`src/rtl/ca3_phase_memory_n.sv`:
```
// ca3_phase_memory_n: theta-gated associative memory with a symmetric saturating Hebbian
// weight matrix. It learns at theta peaks, recalls with iterative completion at troughs, and decays weights.

module ca3_phase_memory_n #(
    parameter int WIDTH         = 18,
    parameter int FRAC          = 14,
    parameter int N_UNITS       = 6,
    parameter int WEIGHT_W      = 4,
    parameter int THETA_HI      = 12288,
    parameter int THETA_LO      = -12288,
    parameter int RECALL_ITERS  = 4,
    parameter int RECALL_THRESH = 2,
    parameter int DECAY_PERIOD  = 4000
) (
    input  logic                       clk,
    input  logic                       rst_n,
    input  logic                       clk_en,
    input  logic signed [WIDTH-1:0]    theta_x,
    input  logic [N_UNITS-1:0]         pattern_in,
    input  logic                       learn_en,
    input  logic [$clog2(N_UNITS)-1:0] rd_row,
    input  logic [$clog2(N_UNITS)-1:0] rd_col,
    output logic [WEIGHT_W-1:0]        rd_weight,
    output logic [N_UNITS-1:0]         phase_pattern,
    output logic                       learning,
    output logic                       recalling,
    output logic                       recall_done,
    output logic [3:0]                 debug_state
);

    localparam int IDX_W    = $clog2(N_UNITS);
    localparam int ACT_W    = WEIGHT_W + IDX_W;
    localparam int NPAIR    = N_UNITS * (N_UNITS - 1) / 2;
    localparam int ITER_W   = (RECALL_ITERS > 1) ? $clog2(RECALL_ITERS) : 1;
    localparam int CNT_W    = (DECAY_PERIOD > 1) ? $clog2(DECAY_PERIOD) : 1;
    localparam bit DECAY_EN = (DECAY_PERIOD > 0);
    // The sign bit sits at the top of the integer field above the FRAC fractional bits.
    localparam int SIGN_BIT = FRAC + (WIDTH - FRAC) - 1;
    localparam logic signed [WIDTH-1:0] HI_V = WIDTH'(THETA_HI);
    localparam logic signed [WIDTH-1:0] LO_V = WIDTH'(THETA_LO);

    typedef enum logic [1:0] {
        IDLE       = 2'd0,
        LEARN      = 2'd1,
        WAIT_RESET = 2'd2,
        RECALL     = 2'd3
    } state_t;

    // Row-major index of the upper-triangle pair (i, j), i < j.
    function automatic int pair_idx(input int i, input int j);
        return i * N_UNITS - (i * (i + 1)) / 2 + (j - i - 1);
    endfunction

    state_t               state_q, state_d;
    logic [WEIGHT_W-1:0]  w_q [NPAIR];
    logic [WEIGHT_W-1:0]  w_d [NPAIR];
    logic [WEIGHT_W-1:0]  w_full [N_UNITS][N_UNITS];
    logic [ACT_W-1:0]     act [N_UNITS];
    logic [N_UNITS-1:0]   s_q, s_d, cue_q, cue_d, phase_q, phase_d, recall_s;
    logic [ITER_W-1:0]    iter_q, iter_d;
    logic [CNT_W-1:0]     cnt_q, cnt_d;
    logic                 learn_armed_q, learn_armed_d, recall_armed_q, recall_armed_d;
    logic                 sign_q, sign_d;
    logic                 learning_q, learning_d, recalling_q, recalling_d, done_q, done_d;
    logic                 theta_sign, ge_hi, le_lo, learn_go, recall_go;

    assign theta_sign = theta_x[SIGN_BIT];
    assign ge_hi      = theta_x >= HI_V;
    assign le_lo      = theta_x <= LO_V;
    assign learn_go   = ge_hi && learn_armed_q && (|pattern_in) && learn_en;
    assign recall_go  = le_lo && recall_armed_q && (|pattern_in);

    always_comb begin
        for (int i = 0; i < N_UNITS; i++) begin
            for (int j = 0; j < N_UNITS; j++) begin
                w_full[i][j] = '0;
                if (i < j)
                    w_full[i][j] = w_q[pair_idx(i, j)];
                else if (i > j)
                    w_full[i][j] = w_q[pair_idx(j, i)];
            end
        end
    end

    always_comb begin
        rd_weight = '0;
        if (int'(rd_row) < N_UNITS && int'(rd_col) < N_UNITS)
            rd_weight = w_full[rd_row][rd_col];
    end

    // Unit activations from the current recall state; the cue bits are always kept on.
    always_comb begin
        for (int i = 0; i < N_UNITS; i++) begin
            act[i] = '0;
            for (int j = 0; j < N_UNITS; j++) begin
                if (s_q[j])
                    act[i] = act[i] + ACT_W'(w_full[i][j]);
            end
            recall_s[i] = cue_q[i] | (act[i] >= ACT_W'(RECALL_THRESH));
        end
    end

    always_comb begin
        state_d        = state_q;
        w_d            = w_q;
        s_d            = s_q;
        cue_d          = cue_q;
        phase_d        = phase_q;
        iter_d         = iter_q;
        cnt_d          = cnt_q;
        learn_armed_d  = learn_armed_q;
        recall_armed_d = recall_armed_q;
        sign_d         = sign_q;
        done_d         = 1'b0;

        if (clk_en) begin
            sign_d = theta_sign;
            if (theta_sign != sign_q) begin
                learn_armed_d  = 1'b1;
                recall_armed_d = 1'b1;
            end

            case (state_q)
                IDLE: begin
                    if (learn_go) begin
                        state_d       = LEARN;
                        learn_armed_d = 1'b0;
                        cue_d         = pattern_in;
                    end else if (recall_go) begin
                        state_d        = RECALL;
                        recall_armed_d = 1'b0;
                        s_d            = pattern_in;
                        cue_d          = pattern_in;
                        iter_d         = '0;
                    end
                    // A due decay stays pending across a learn entry and fires on the next idle update.
                    if (DECAY_EN) begin
                        if (cnt_q == CNT_W'(DECAY_PERIOD - 1)) begin
                            if (!learn_go) begin
                                cnt_d = '0;
                                for (int k = 0; k < NPAIR; k++) begin
                                    if (w_q[k] != '0)
                                        w_d[k] = w_q[k] - WEIGHT_W'(1);
                                end
                            end
                        end else begin
                            cnt_d = cnt_q + CNT_W'(1);
                        end
                    end
                end
                LEARN: begin
                    for (int i = 0; i < N_UNITS; i++) begin
                        for (int j = 0; j < N_UNITS; j++) begin
                            if (i < j) begin
                                if (cue_q[i] & cue_q[j]) begin
                                    if (w_q[pair_idx(i, j)] != '1)
                                        w_d[pair_idx(i, j)] = w_q[pair_idx(i, j)] + WEIGHT_W'(1);
                                end else if (cue_q[i] ^ cue_q[j]) begin
                                    if (w_q[pair_idx(i, j)] != '0)
                                        w_d[pair_idx(i, j)] = w_q[pair_idx(i, j)] - WEIGHT_W'(1);
                                end
                            end
                        end
                    end
                    state_d = WAIT_RESET;
                end
                WAIT_RESET: begin
                    if (!ge_hi)
                        state_d = IDLE;
                end
                RECALL: begin
                    s_d = recall_s;
                    if (iter_q == ITER_W'(RECALL_ITERS - 1)) begin
                        phase_d = recall_s;
                        done_d  = 1'b1;
                        state_d = IDLE;
                    end else begin
                        iter_d = iter_q + ITER_W'(1);
                    end
                end
                default: state_d = IDLE;
            endcase
        end

        learning_d  = (state_d == LEARN);
        recalling_d = (state_d == RECALL);
    end

    always_ff @(posedge clk or negedge rst_n) begin
        if (!rst_n) begin
            state_q <= IDLE;
            for (int k = 0; k < NPAIR; k++)
                w_q[k] <= '0;
            s_q            <= '0;
            cue_q          <= '0;
            phase_q        <= '0;
            iter_q         <= '0;
            cnt_q          <= '0;
            learn_armed_q  <= 1'b1;
            recall_armed_q <= 1'b1;
            sign_q         <= 1'b0;
            learning_q     <= 1'b0;
            recalling_q    <= 1'b0;
            done_q         <= 1'b0;
        end else begin
            state_q        <= state_d;
            w_q            <= w_d;
            s_q            <= s_d;
            cue_q          <= cue_d;
            phase_q        <= phase_d;
            iter_q         <= iter_d;
            cnt_q          <= cnt_d;
            learn_armed_q  <= learn_armed_d;
            recall_armed_q <= recall_armed_d;
            sign_q         <= sign_d;
            learning_q     <= learning_d;
            recalling_q    <= recalling_d;
            done_q         <= done_d;
        end
    end

    assign phase_pattern = phase_q;
    assign learning      = learning_q;
    assign recalling     = recalling_q;
    assign recall_done   = done_q;
    assign debug_state   = {2'b00, state_q};

endmodule

```
`config.mk`:
```
export PLATFORM = sky130hd
export DESIGN_NAME = ca3_phase_memory_n
export DESIGN_NICKNAME = d
export VERILOG_FILES = /design/src/rtl/ca3_phase_memory_n.sv
export SDC_FILE = /design/constraint.sdc
export NUM_CORES = 1
export LEC_CHECK = 0
export CORE_ASPECT_RATIO = 1.1
export CORE_MARGIN = 4
export CORE_UTILIZATION = 25
export DETAILED_ROUTE_END_ITERATION = 12
export HOLD_SLACK_MARGIN = 0.05
export PLACE_DENSITY = 0.43
export SETUP_SLACK_MARGIN = 0.05
export SKIP_CTS_REPAIR_TIMING = 1
export SKIP_LAST_GASP = 1
export SYNTH_ARGS = -nofsm -noshare
export SYNTH_HDL_FRONTEND = slang
export SYNTH_SLANG_ARGS = --single-unit
```
`constraint.sdc`:
```
create_clock -name clk -period 6.08 [get_ports clk]
set_input_delay 1.216 -clock clk [delete_from_list [all_inputs] [get_ports clk]]
set_output_delay 1.216 -clock clk [all_outputs]
set_load 0.01 [all_outputs]
```
* Yosys cells after proc, flatten, opt, wreduce, memory -nomap -nowiden
Index checks and enable logic that the tools add are counted.
Word-level totals: bits in registers 100, bits of input ports 34, output and inout port bits 17, word-level logic and storage cells 363
Cells by class: $add $sub $neg 56, order comparisons 12, eq/ne operators 58, muxes and demuxes 126, bitwise operators 38, reduce and logical (&&, ||, !) cells 46
Operator list (count):
- two-way mux 4 bit | 69
- adder 7 x 4 -> 7 bit | 24
- two-way mux 7 bit | 24
- two-way mux 60 bit | 2
- one-hot mux 60 bit (2 select lines) | 1
- != test 3 bit (second input constant) | 30
- AND reduction 6 bit | 15
- binary-select mux 24 bit (select 3 bit) | 1
- adder 4 x 1 -> 4 bit (second input constant) | 15
- != test 4 bit (second input constant) | 15
- nonzero test 4 bit | 15
- subtractor 4 x 1 -> 4 bit (second input constant) | 15
- two-way mux 24 bit | 2
- >= comparator 7 x 2 -> 1 bit (second input constant) | 6
- two-way mux 12 bit | 2
- >= comparator 18 x 15 -> 1 bit (second input constant) | 1
- <= comparator 18 x 15 -> 1 bit (second input constant) | 1
- two-way mux 6 bit | 3
- two-way mux 2 bit | 8
- bitwise AND 1 bit | 15
- XOR 1 bit | 15
- adder 12 x 1 -> 12 bit (second input constant) | 1
- binary-select mux 4 bit (select 3 bit) | 1
- == test 12 bit (second input constant) | 1
- 20 further kinds | 54

* Depth between registers and ports, before layout
Gate-level depths: netlist of the first run.
depth in word-level cells 12, depth in mapped cells 28, mapped depth without buffers 26

* Worst setup path before layout of the first run
No wires, ideal clock.
path kind register to register, from register s_q[1], to register s_q[0], library setup time 136 ps, arrival 5264 ps, data required time 5944 ps, slack 680 ps, stages on the path, launching flop included 28, buffers on the path 2, period minus slack after synthesis 5400 ps, path through dfrtp_1 > clkbuf_2 > inv_2 > buf_1 > nor2_1 > ha_1 > inv_1 > fa_1 > mux2i_1 > inv_1 > fa_1 > nand2_1 > o21ai_0 > inv_1 > ha_1 > a21o_1 > a21oi_1 > xnor2_1 > nor2_1 > a221oi_1 > ha_1 > a21oi_1 > a21bo_2 > o41ai_1 > a311o_1 > o41a_1 > o41ai_1 > o21ai_0
Between the ends: longest elaborated chain between the ends 12
Ends and longest elaborated chain:
- from (decl) | RTL line 59 | logic [N_UNITS-1:0] s_q, s_d, cue_q, cue_d, phase_q, phase_d, recall_s;
- from (signal assigned) | RTL line 194 | s_q <= '0;
- from (signal assigned) | RTL line 208 | s_q <= s_d;
- two-way mux 4 bit * | RTL line 96 | if (s_q[j])
- adder 7 x 4 -> 7 bit | RTL line 97 | act[i] = act[i] + ACT_W'(w_full[i][j]);
- two-way mux 7 bit * | RTL line 96
- adder 7 x 4 -> 7 bit | RTL line 97
- two-way mux 7 bit * | RTL line 96
- adder 7 x 4 -> 7 bit | RTL line 97
- two-way mux 7 bit * | RTL line 96
- adder 7 x 4 -> 7 bit | RTL line 97
- two-way mux 7 bit * | RTL line 96
- >= comparator 7 x 2 -> 1 bit * | RTL line 99 | recall_s[i] = cue_q[i] | (act[i] >= ACT_W'(RECALL_THRESH));
- bitwise OR 1 bit * | RTL line 99
- one-hot mux 6 bit (2 select lines) * | RTL line 123 | case (state_q)
Mark *: on every way between the ends. The rest lies on a longest branch, timed or not. A chain may end at the register's enable or synchronous reset.

* Worst setup path after layout of the first run
from register s_q[0], to register s_q[1]
The elaborated chain is that of the path after synthesis.

==> results.json, run 1 <==
{
  "grt_antenna_before_repair": 1,
  "synth_edf_count": 0,
  "clk_latency_ns": 0.39,
  "ys_types": 79,
  "syn_to_final_growth_pct": 12.7,
  "fmax_mhz": 178,
  "fin_worst_skew_ns": 0.00699,
  "ios": 51,
  "crit_type": "register to register",
  "design.core.area_sq_mm": 0.0503,
  "syn_area_per_cell_sq_um": 7.99,
  "fillers": 5373,
  "slew-limit-headroom_pct": 31.8,
  "drt_iter0_markers": 817,
  "grt_usage_pct": 16.1,
  "required_ns": 6.35,
  "totalWireLength_um": 44000,
  "async_flop_share_pct": 100,
  "cts_tree": "done",
  "crit_fanout": 20,
  "critPathCaptureType": "register",
  "grt_pass1_vias": 11911,
  "synth_ff_type": "dfrtp_1",
  "syn_area_sq_mm": 0.0127,
  "max-cap-violations": 0,
  "tightest_slew_ns": 1.02,
  "initial_utilization_pct": 25.3,
  "path_clk_slew_ns": 0.08,
  "grt_pass1_wl_um": 69100,
  "first_pass_iters": 5,
  "antenna_cells": 0,
  "hpwl_um": 33800,
  "final_layout_size_suffix_gt1_share_pct": 8.29,
  "worstSetupStartpointType": "register",
  "drc_errors": 0,
  "root_buffer": "clkbuf_16",
  "path_cells": "buf_4 -> nand2_1 -> fa_1 -> mux2i_1 -> inv_1 -> fa_1 -> nand2_1 -> o21ai_0 -> inv_1 -> ha_1 -> a21o_1 -> a21oi_1 -> xnor2_1 -> nor2_1 -> a221oi_1 -> ha_1 -> a21oi_1 -> a21bo_2 -> o41ai_1 -> a311o_1 -> o41a_1 -> o41ai_1 -> o21ai_0",
  "routabilityCongestion": 0.852,
  "grt_overflow_total": 0,
  "cp_top_family": "compound AO/OA/AOI/OAI gates",
  "synthCells": 1595,
  "ys_warn_count": 0,
  "post-route-period-util_pct": 92.2,
  "wire_per_inst_um": 19.2,
  "htree_levels": 3,
  "routed_via_density": 5.26,
  "period_minus_slack_ns": 5.60,
  "die-height_um": 245,
  "seq_area_frac_synth_pct": 19.7,
  "synth-seq-cells": 100,
  "antenna_left": 0,
  "fp.dieW_um": 223,
  "rsz0062_at_grt": "false",
  "hold_viol_final": 0,
  "slew_violations": 0,
  "port_buffers": 48,
  "setup_tns_ns": 0,
  "cp_num_buf_inv": 3,
  "fp-row-count": 86,
  "vias": 12032,
  "cts_buffers": 9,
  "clock-sinks": 100,
  "hold_class": "register to register",
  "crit_arrival_ns": 5.88,
  "fin_nets": 1821,
  "max_stage_delay_ns": 0.51,
  "status": "completed",
  "dieArea_sq_mm": 0.0546,
  "ctsLongestPathBuffers": 2,
  "cp_slowest_cell": "fa_1",
  "grt_max_degree": 54,
  "setup_viol": 0
}
-- placed cells by master (no fill, tap or decap), drive strengths merged, types with 8 or more instances in the layout --
master,n
a21oi,163
nand2,163
ha,140
inv,108
dfrtp,98
nor2,98
nand3,84
o21ai,75
xnor2,45
clkdlybuf4s50,45
buf,44
and3,36
a31oi,35
nor3,33
mux2,32
xor2,29
mux2i,27
o22ai,25
fa,24
nand2b,23
mux4,21
o31ai,20
and2,16
a21o,16
nor2b,16
nand3b,14
or4,12
nand4,11
clkbuf,11
nor3b,10
or3,9
nor4,9
a211oi,9
o41ai,9
o21a,8
o211ai,8
a211o,8
-- per-layer routing --
metal  GRT usage [%]  vias to the layer above  part of all wire (%)
met1            21.4                     5798                    46
met4            5.97                        0                   3.1
met5               0                        -                     0
li1                -                     5894                     -
met3            2.01                       62                   3.9
met2            26.7                      278                    47
-- kinds of logic after synthesis --
group	Yosys count	share of synthesized area [%]
adders and majority gates	166	17.7
AOI/OAI and AO/OA	443	21.8
other	1	0.0294
muxes	80	8.66
DFF	100	19.7
xor gates and xnor gates	75	5.26
buffers and inverters	180	5.54
and+or+nand+nor	550	21.4
-- final timing paths --
check                                startpoint                 endpoint  slack, ns  cells after the start
max                          s_q[0]$_DFFE_PN0P_       s_q[1]$_DFFE_PN0P_       0.48                     23
min                        cnt_q[4]$_DFFE_PN0P_     cnt_q[4]$_DFFE_PN0P_       0.47                      1
max reg2reg                  s_q[0]$_DFFE_PN0P_       s_q[1]$_DFFE_PN0P_       0.48                     23
min reg2reg                cnt_q[4]$_DFFE_PN0P_     cnt_q[4]$_DFFE_PN0P_       0.47                      1
max in group asynchronous                 rst_n  w_full[117]$_DFFE_PN0P_       3.95                      2
min in group asynchronous                 rst_n    recall_done$_DFF_PN0_       0.91                      1
-- area by class of cell --
| type | count | area [sq um] | share of cell area, % |
|---|---|---|---|
| Clock buffer | 11 | 243 | 1.69 |
| Timing Repair Buffer | 89 | 776 | 5.40 |
| Sequential cell | 100 | 2500 | 17.4 |
| Multi-Input combinational cell | 1316 | 9550 | 66.5 |
| Clock inverter | 5 | 60.1 | 0.418 |
| Tap cell | 660 | 826 | 5.75 |
| Inverter | 107 | 402 | 2.80 |
-- flip-flops by register name, summed over array words and instances, names as in the netlist --
name,flops
phase_pattern,6
sign_q,1
iter_q,2
recall_done,1
recall_armed_q,1
state_q,2
cnt_q,12
recalling,1
cue_q,6
learning,1
w_full,60
s_q,6
learn_armed_q,1
-- cells in the mapped netlist, types with 35 or more instances --
library cell	number	area (sq um)
o21ai_0	75	375
and3_1	36	225
nand2_1	162	608
clkbuf_1	54	203
dfrtp_1	98	2450
nor2_1	98	368
inv_1	105	394
nand3_1	84	420
ha_1	140	1750
a31oi_1	35	219
a21oi_1	163	816
xnor2_1	45	394
-- per-stage QoR --
stage               area [sq um]  utilization [%]  instances  setup WS [ns]  hold WS [ns]
detailed placement         14000             28.0       2272          0.522         0.458
CTS                        14400             28.6       2288          0.503         0.473
finish                     14400             28.6       2288          0.475         0.469
global placement           14000             28.0       2272          0.636         0.452
floorplan                  12700                -       1596          0.680         0.438
global route               14400             28.6       2288         0.0819         0.504
Power of run 1 is left out: the tool's default activity adds up to more than one toggle a clock period on the data nets, which glitch-free logic cannot reach.
==> run 2, diff against run 1 <==
CORE_MARGIN = unset   (was 4)
==> run 2 against run 1 <==
  * Global-route usage rose by 1.2 points
  * Sequential share of layout area fell by 0.094 points
  * Clock skew rose by 0.0028 ns
  * Register-to-register slack barely moved
  * Critical endpoint is now phase_pattern[2]$_DFFE_PN0P_
==> results.json, run 2 (synthesized netlist as in run 1, its figures left out) <==
{
  "path_clk_slew_ns": 0.08,
  "hpwl_um": 34100,
  "cp_common_cell": "ha_1",
  "crit_type": "register to register",
  "ios": 51,
  "hold_viol_final": 0,
  "htree_levels": 3,
  "setup_viol": 0,
  "cp_top_family": "simple AND/OR/NAND/NOR gates",
  "initial_utilization_pct": 25.3,
  "seq_area_sq_mm": 0.00250,
  "crit_start": "s_q[0]$_DFFE_PN0P_",
  "tightest_slew_ns": 1.00,
  "final_layout_size_suffix_gt1_share_pct": 8.87,
  "multi_input_area_sq_mm": 0.00956,
  "layout.cells.non_filler": 2295,
  "post-route-period-util_pct": 92.2,
  "cp_num_buf_inv": 3,
  "dpl.cell_count": 2280,
  "wire_per_inst_um": 19.2,
  "cp_num_cells": 26,
  "die-height_um": 239,
  "setup_ws_ns": 0.472,
  "fin_nets": 1829,
  "antenna_left": 0,
  "grt_overflow_total": 0,
  "reg2reg_from": "s_q[0]$_DFFE_PN0P_",
  "grt_pass1_vias": 11677,
  "slew-limit-headroom_pct": 33.1,
  "totalWireLength_um": 44000,
  "status": "completed",
  "routabilityCongestion": 0.855,
  "max_stage_delay_ns": 0.56,
  "routed_via_density": 5.26,
  "dp_slack_ns": 0.382,
  "largest_reg_flops": 60,
  "cts_tree": "done",
  "crit_arrival_ns": 5.90,
  "fp-row-count": 86,
  "vias": 12079,
  "hold_class": "register to register",
  "first_pass_iters": 6,
  "fillers": 5343,
  "r2r_setup_slack_ns": 0.47,
  "worst-r2r-cell-count": 26,
  "period_minus_slack_ns": 5.61,
  "syn_to_final_growth_pct": 13.3,
  "worstReg2RegEnd": "phase_pattern[2]$_DFFE_PN0P_",
  "grt_usage_pct": 17.3,
  "clock-sinks": 100,
  "final_cell_mix": "a21oi_1 (163), nand2_1 (162), ha_1 (140), inv_1 (105), dfrtp_1 (98)",
  "grt_max_degree": 54,
  "antenna_cells": 0,
  "slew_violations": 0,
  "grt_pass1_wl_um": 68400,
  "ctsLongestPathBuffers": 2,
  "crit_fanout": 27,
  "design.core.area_sq_mm": 0.0503,
  "rsz0062_at_grt": "true",
  "cp_slowest_cell": "dfrtp_1",
  "port_buffers": 48,
  "drt_iter0_markers": 887,
  "critPathCaptureType": "register",
  "cts_buffers": 9,
  "drc_errors": 0,
  "grt_antenna_before_repair": 1,
  "critPathCapture": "phase_pattern[2]$_DFFE_PN0P_",
  "root_buffer": "clkbuf_16",
  "fin_worst_skew_ns": 0.00982,
  "max-cap-violations": 0,
  "layout_commonest_cell": "a21oi_1",
  "dieArea_sq_mm": 0.0519,
  "setup_tns_ns": 0,
  "worstSetupStartpointType": "register",
  "clk_latency_ns": 0.40,
  "fmax_mhz": 178,
  "required_ns": 6.37,
  "fp.dieW_um": 217
}
-- run 2: area by class of cell --
| cell class | count | share of cell area (%) |
|---|---|---|
| clock buffer | 9 | 1.56 |
| clock inverter | 6 | 0.503 |
| inverter | 107 | 2.78 |
| multi-input combinational | 1316 | 66.2 |
| sequential | 100 | 17.4 |
| tap | 660 | 5.72 |
| timing repair buffer | 97 | 5.88 |
-- run 2: how the worst min path moves through the flow --
stage,start,endpoint,slack (ns),depth (start not counted)
detailed placement,cnt_q[4]$_DFFE_PN0P_,cnt_q[4]$_DFFE_PN0P_,0.47,1
floorplan,cnt_q[4]$_DFFE_PN0P_,cnt_q[4]$_DFFE_PN0P_,0.44,1
finish,cnt_q[4]$_DFFE_PN0P_,cnt_q[4]$_DFFE_PN0P_,0.48,1
CTS,cnt_q[4]$_DFFE_PN0P_,cnt_q[4]$_DFFE_PN0P_,0.48,1
global placement,cnt_q[4]$_DFFE_PN0P_,cnt_q[4]$_DFFE_PN0P_,0.45,1
global route,cnt_q[4]$_DFFE_PN0P_,cnt_q[4]$_DFFE_PN0P_,0.51,1
-- run 2: per-stage QoR --
step	hold slack (ns)	util [%]	instance area, sq um
after floorplan	0.438	-	12700
final	0.477	28.7	14400
after global placement	0.455	28.1	14100
after CTS	0.481	28.7	14400
after global routing	0.512	28.7	14400
after detailed placement	0.466	28.1	14100
-- run 2: routing by layer --
layer	vias up	track usage [%]	part of all wire (%)
met4	0	6.30	2.7
li1	5886	-	-
met2	307	29.1	47
met5	-	0	0
met1	5831	22.5	45
met3	55	2.24	5.0
Power of run 2 is left out for the same reason.
